## src/rtl/mult_pkg.sv

```systemverilog
// Shared types and constants for the signed add-shift multiplier sequencer.
// Contents:
//   state_e    - controller state encoding
//   MULT_WIDTH - default multiplier width (iteration count)
//   cnt_width  - width of an iteration counter able to hold 0..w-1
package mult_pkg;

  typedef enum logic [2:0] {
    S_IDLE  = 3'd0,
    S_CLR   = 3'd1,
    S_EXEC  = 3'd2,
    S_SHIFT = 3'd3,
    S_HOLD  = 3'd4
  } state_e;

  localparam int MULT_WIDTH = 8;

  // Never returns less than 1 so the counter vector is always legal.
  function automatic int cnt_width(input int w);
    return (w <= 2) ? 1 : $clog2(w);
  endfunction

endpackage

```

## src/rtl/mult_seq_control.sv

```systemverilog
// Sequencing controller for the signed add-shift multiplier datapath
// (X:A accumulator, B multiplier register, adder and subtracter).
// A Run rising edge clears X:A, then runs WIDTH iterations of
// {add/subtract decision, arithmetic shift}. The last iteration subtracts
// so that the multiplier MSB carries negative weight.
// Ports:
//   Clk          in  system clock, rising edge
//   Reset_n      in  asynchronous active-low reset
//   Run          in  multiply request (level); starts on its rising edge
//   ClearA_LoadB in  clear X:A and load B; honoured in IDLE only
//   M            in  current LSB of B
//   Clr_Ld       out clear X:A, load B from switches
//   Clr_XA       out clear X and A only
//   Add_En       out load X:A with adder result
//   Sub_En       out load X:A with subtracter result
//   Shift_En     out arithmetic right shift of X:A:B
//   Busy         out operation in progress
//   Done         out result in X:A:B valid
// WIDTH must be >= 2.
module mult_seq_control
  import mult_pkg::*;
#(
  parameter int WIDTH = MULT_WIDTH
) (
  input  logic Clk,
  input  logic Reset_n,
  input  logic Run,
  input  logic ClearA_LoadB,
  input  logic M,
  output logic Clr_Ld,
  output logic Clr_XA,
  output logic Add_En,
  output logic Sub_En,
  output logic Shift_En,
  output logic Busy,
  output logic Done
);

  localparam int            CW   = cnt_width(WIDTH);
  localparam logic [CW-1:0] LAST = CW'(WIDTH - 1);

  state_e        r_state;
  logic [CW-1:0] r_cnt;
  logic          r_run_q;
  logic          w_start;
  logic          w_last;

  assign w_start = Run & ~r_run_q;
  assign w_last  = (r_cnt == LAST);

  // State, iteration counter and Run edge detector.
  // r_run_q resets high so a Run held through reset cannot start an operation.
  always_ff @(posedge Clk or negedge Reset_n) begin
    if (!Reset_n) begin
      r_state <= S_IDLE;
      r_cnt   <= '0;
      r_run_q <= 1'b1;
    end else begin
      r_run_q <= Run;
      case (r_state)
        S_IDLE: begin
          if (w_start) begin
            r_state <= S_CLR;
          end
        end
        S_CLR: begin
          r_cnt   <= '0;
          r_state <= S_EXEC;
        end
        S_EXEC: begin
          r_state <= S_SHIFT;
        end
        S_SHIFT: begin
          if (w_last) begin
            r_state <= S_HOLD;
          end else begin
            r_cnt   <= r_cnt + CW'(1);
            r_state <= S_EXEC;
          end
        end
        // Stay until Run is released: no automatic second multiply.
        S_HOLD: begin
          if (!Run) begin
            r_state <= S_IDLE;
          end
        end
        default: begin
          r_state <= S_IDLE;
          r_cnt   <= '0;
        end
      endcase
    end
  end

  // Output decode: state-only except Clr_Ld (follows the request in IDLE)
  // and Add_En/Sub_En (qualified by M during EXEC).
  always_comb begin
    Clr_Ld   = 1'b0;
    Clr_XA   = 1'b0;
    Add_En   = 1'b0;
    Sub_En   = 1'b0;
    Shift_En = 1'b0;
    Busy     = 1'b0;
    Done     = 1'b0;
    case (r_state)
      S_IDLE: begin
        // A start on the same cycle wins over a load request; Reset_n gating
        // keeps every output low while reset is held.
        Clr_Ld = ClearA_LoadB & ~w_start & Reset_n;
      end
      S_CLR: begin
        Clr_XA = 1'b1;
        Busy   = 1'b1;
      end
      S_EXEC: begin
        Busy   = 1'b1;
        Add_En = M & ~w_last;
        Sub_En = M & w_last;
      end
      S_SHIFT: begin
        Shift_En = 1'b1;
        Busy     = 1'b1;
      end
      S_HOLD: begin
        Done = 1'b1;
      end
      default: begin
        Busy = 1'b0;
      end
    endcase
  end

endmodule

```

## config.mk

```make
export PLATFORM = sky130hd
export DESIGN_NAME = mult_seq_control
export DESIGN_NICKNAME = d
export VERILOG_FILES = /design/src/rtl/mult_pkg.sv /design/src/rtl/mult_seq_control.sv
export SDC_FILE = /design/constraint.sdc
export NUM_CORES = 1
export LEC_CHECK = 0
export BUFFER_PORTS_ARGS = -buffer_cell sky130_fd_sc_hd__buf_2
export CAP_MARGIN = 20
export CORE_AREA = 2 2 39 41
export CTS_BUF_LIST = sky130_fd_sc_hd__clkbuf_8
export DETAILED_ROUTE_END_ITERATION = 12
export DIE_AREA = 0 0 41 43
export HOLD_SLACK_MARGIN = 0.15
export MAX_ROUTING_LAYER = met4
export PLACE_DENSITY = 0.52
export SLEW_MARGIN = 10
export SYNTH_ARGS = -nofsm -noshare
export SYNTH_HDL_FRONTEND = slang
export SYNTH_SLANG_ARGS = --single-unit
```

## constraint.sdc

```tcl
create_clock -name Clk -period 1.5 [get_ports Clk]
set_input_delay 0.225 -clock Clk [delete_from_list [all_inputs] [get_ports Clk]]
set_output_delay 0.225 -clock Clk [all_outputs]
set_load 0.05 [all_outputs]
```

==> run_results.csv <==
group,metric,value,unit
run,max-cap-violations,0,
drt,viasPerCell,4.589,
worst_setup_path,cp_top_family,"simple AND/OR/NAND/NOR gates",
timing,slew_headroom,84.34,%
global_route,grt_usage,10.88,%
global_route,grt_max_degree,8,
yosys,synth_flop_cell,"dfrtp_1",
yosys,ys_top_cells_by_area,"dfrtp_1, dfstp_2, a22o_1",
timing,fmaxAchievable,647.9,MHz
worst_setup_path,r2r_end,"r_cnt[0]",
timing,whs,258.3,ps
drt,post-route-drc-count,0,
hold_path,hp-class,"in2reg",
yosys,ys_seq_area_share,47.32,%
timing,worstMarginPinSlew,233.6,ps
cts,numClockSinks,7,
yosys,avgSynthCellArea,10.97,µm²
yosys,async_reset_ff_share,100.0,%
timing,layout_setup_ws,-43.35,ps
drt,vias,335,
worst_setup_path,end_kind,"output port",
global_route,grt_antenna_before_repair,0,
global_route,grt_pass1_vias,282,
layout,fin_nets,65,
power,ir_worst_vdd,0.8980,mV
yosys,synth.cell_area,372.9,µm²
timing,finClkSkew,3.134,ps
worst_setup_path,reg2reg_from,"r_cnt[1]",
drt,wl_per_cell,11.32,µm
power,leakagePower,0.0002977,µW
die,coreArea,0.001384,mm²
yosys,yosysWarnings,0,
cts,cts_root_buf,"clkbuf_8",
cts,clk_pin_slew,40,ps
yosys,synth.most_common_cell,"dfrtp_1",
layout,post-route-util,47.74,%
die,die_width,41,µm
worst_setup_path,slowest_delay,450,ps
drt,firstDrtPassIters,2,
worst_setup_path,cp_data_arrival_time,1320,ps
timing,drv_slew,0,
worst_setup_path,rrSetupSlack,150,ps
worst_setup_path,r2r_cells,5,
yosys,synth_top_area_share,40.27,%
yosys,syn_nets,41,
layout,diodes,0,
placement,place_inst,66,
timing,rsz0062_at_grt,"true",
outcome,outcome,"finished, violations left",
die,die_h,43,µm
cts,cts_buffers,3,
yosys,synthTopCellsByCount,"dfrtp_1, nor2_1, nand2_1",
timing,timing.final.crit_share,102.9,%
drt,routed_wirelength,826,µm
yosys,syn_inst,34,
die,die-area,0.001763,mm²
hold_path,min_to,"r_state[2]",
hold_path,min_delay_path_depth,2,
drt,first_iter_violations,3,
worst_setup_path,cp_cell_sequence,"nor2_2 > nand2_2 > nor3b_2 > buf_6",
layout,drive_above_1_share,70.18,%
placement,detailed_place_hpwl,608.8,µm
layout,syn_to_final_growth,77.18,%
layout,nFillCells,131,
die,start_util,26.94,%
cts,cts_tree,"built",
global_route,grt_pass1_wl,1200,µm
worst_setup_path,critPathBufInv,1,
die,placementRows,14,
timing,setup_viol,1,
yosys,ys_ff_latch,7,
global_route,overflow,0,
outcome,violations,"setup timing",
worst_setup_path,slowest_stage,"dfrtp_2",
worst_setup_path,startpoint_type,"register",
worst_setup_path,critPathMaxFanout,6,
cts,clkLatencyLatePin,220,ps
timing,hold_viol_final,0,
hold_path,min_from,"Run",
yosys,synthDistinctLibCells,18,
power,p_per_area,2146,mW/mm²
power,finalPower,1417,µW
die,io_pins,12,
drt,drtAntennaViolNets,0,
cts,htreeDepth,1,
yosys,synth_edf_count,0,
yosys,yosysTopAreaCell,"dfrtp_1",
worst_setup_path,critPathKind,"reg2out",
worst_setup_path,crit_required,1270,ps
cts,clock_path_buffers,2,
timing,period_needed,1543,ps
placement,place_congestion,0.6656,
placement,dp_slack,50.11,ps
layout,stdcell_count,73,
placement,io_buffers,11,
-- worst max path at each step --
stage / startpoint / endpoint / cells past startpoint
final: r_state[0] / Add_En / 4
after global routing: r_state[0] / Add_En / 4
after CTS: r_cnt[0] / Add_En / 4
after detailed placement: r_cnt[0] / Add_En / 4
after global placement: r_cnt[0] / Add_En / 4
after floorplan: r_state[1] / Clr_Ld / 2
-- routing by layer --
metal / vias to the layer above / wire length, µm / global-route usage [%]
met1: 161 / 343 / 12.50
met3: 0 / 46 / 7.853
met5: - / 0 / -
li1: 166 / - / -
met4: 0 / 0 / 2.000
met2: 8 / 436 / 15.31
-- placed cells by master, fill, tap and decap left out, types with 2 or more instances in the layout --
cell type / count
a22o_1: 3
buf_2: 6
buf_4: 6
buf_6: 4
clkbuf_4: 2
clkbuf_8: 3
dfrtp_1: 5
dlygate4sd3_1: 2
ha_4: 2
nand2_1: 2
nand2_2: 2
nor2_2: 2
nor2_4: 2
nor3b_2: 2
-- area by class of cell --
| class | count | area [µm²] | share of cell area, % |
|---|---|---|---|
| Clock buffer | 3 | 41.29 | 6.250 |
| Clock inverter | 1 | 3.754 | 0.5682 |
| Multi-Input combinational cell | 26 | 262.8 | 39.77 |
| Sequential cell | 7 | 177.7 | 26.89 |
| Tap cell | 16 | 20.02 | 3.030 |
| Timing Repair Buffer | 20 | 155.1 | 23.48 |
-- sequential cells by signal, summed over array words and instances, names as in the netlist --
name     flops
r_cnt        3
r_state      3
r_run_q      1
-- metrics by stage --
stage / TNS (ps) / area, µm²
2_1_floorplan: -486.4 / 399.1
3_3_place_gp: 0 / 508.0
3_5_place_dp: 0 / 508.0
4_1_cts: -45.61 / 621.8
5_1_grt: -156.1 / 660.6
6_report: -43.35 / 660.6
-- where the power goes --
group          internal [µW]  switching [µW]  leakage, µW
Combinational            366             445     0.000189
Clock                    176            76.3    0.0000269
Sequential               268            85.3    0.0000814
-- kinds of logic (layout without fill, tap and decap cells) --
logic type | after synthesis | in the layout | synth area share, %
simple gates | 17 | 17 | 25.50
flops | 7 | 7 | 47.32
compound gates | 6 | 6 | 13.43
fa+ha+maj | 2 | 2 | 6.710
mux | 1 | 1 | 4.026
buf+inv | 1 | 24 | 3.020
-- worst register-to-register path, delay by kind of cell (launching register included) --
kind	cells	cell delay [ps]
AND/OR/NAND/NOR	1	230
buffers and inverters	1	140
multiplexers	1	190
flip-flops	1	400
adder cells (fa/ha/maj)	2	340
-- timing repair --
item / 4_1_cts / 5_1_grt
buffers inserted: 1 / 0
pin swaps: 1 / 0
setup endpoints to repair: 4 / 4
resized for setup: 13 / 8
hold buffers: 2 / 0
hold endpoints to repair: 8 / 0
(Power assumes the default switching activity.)
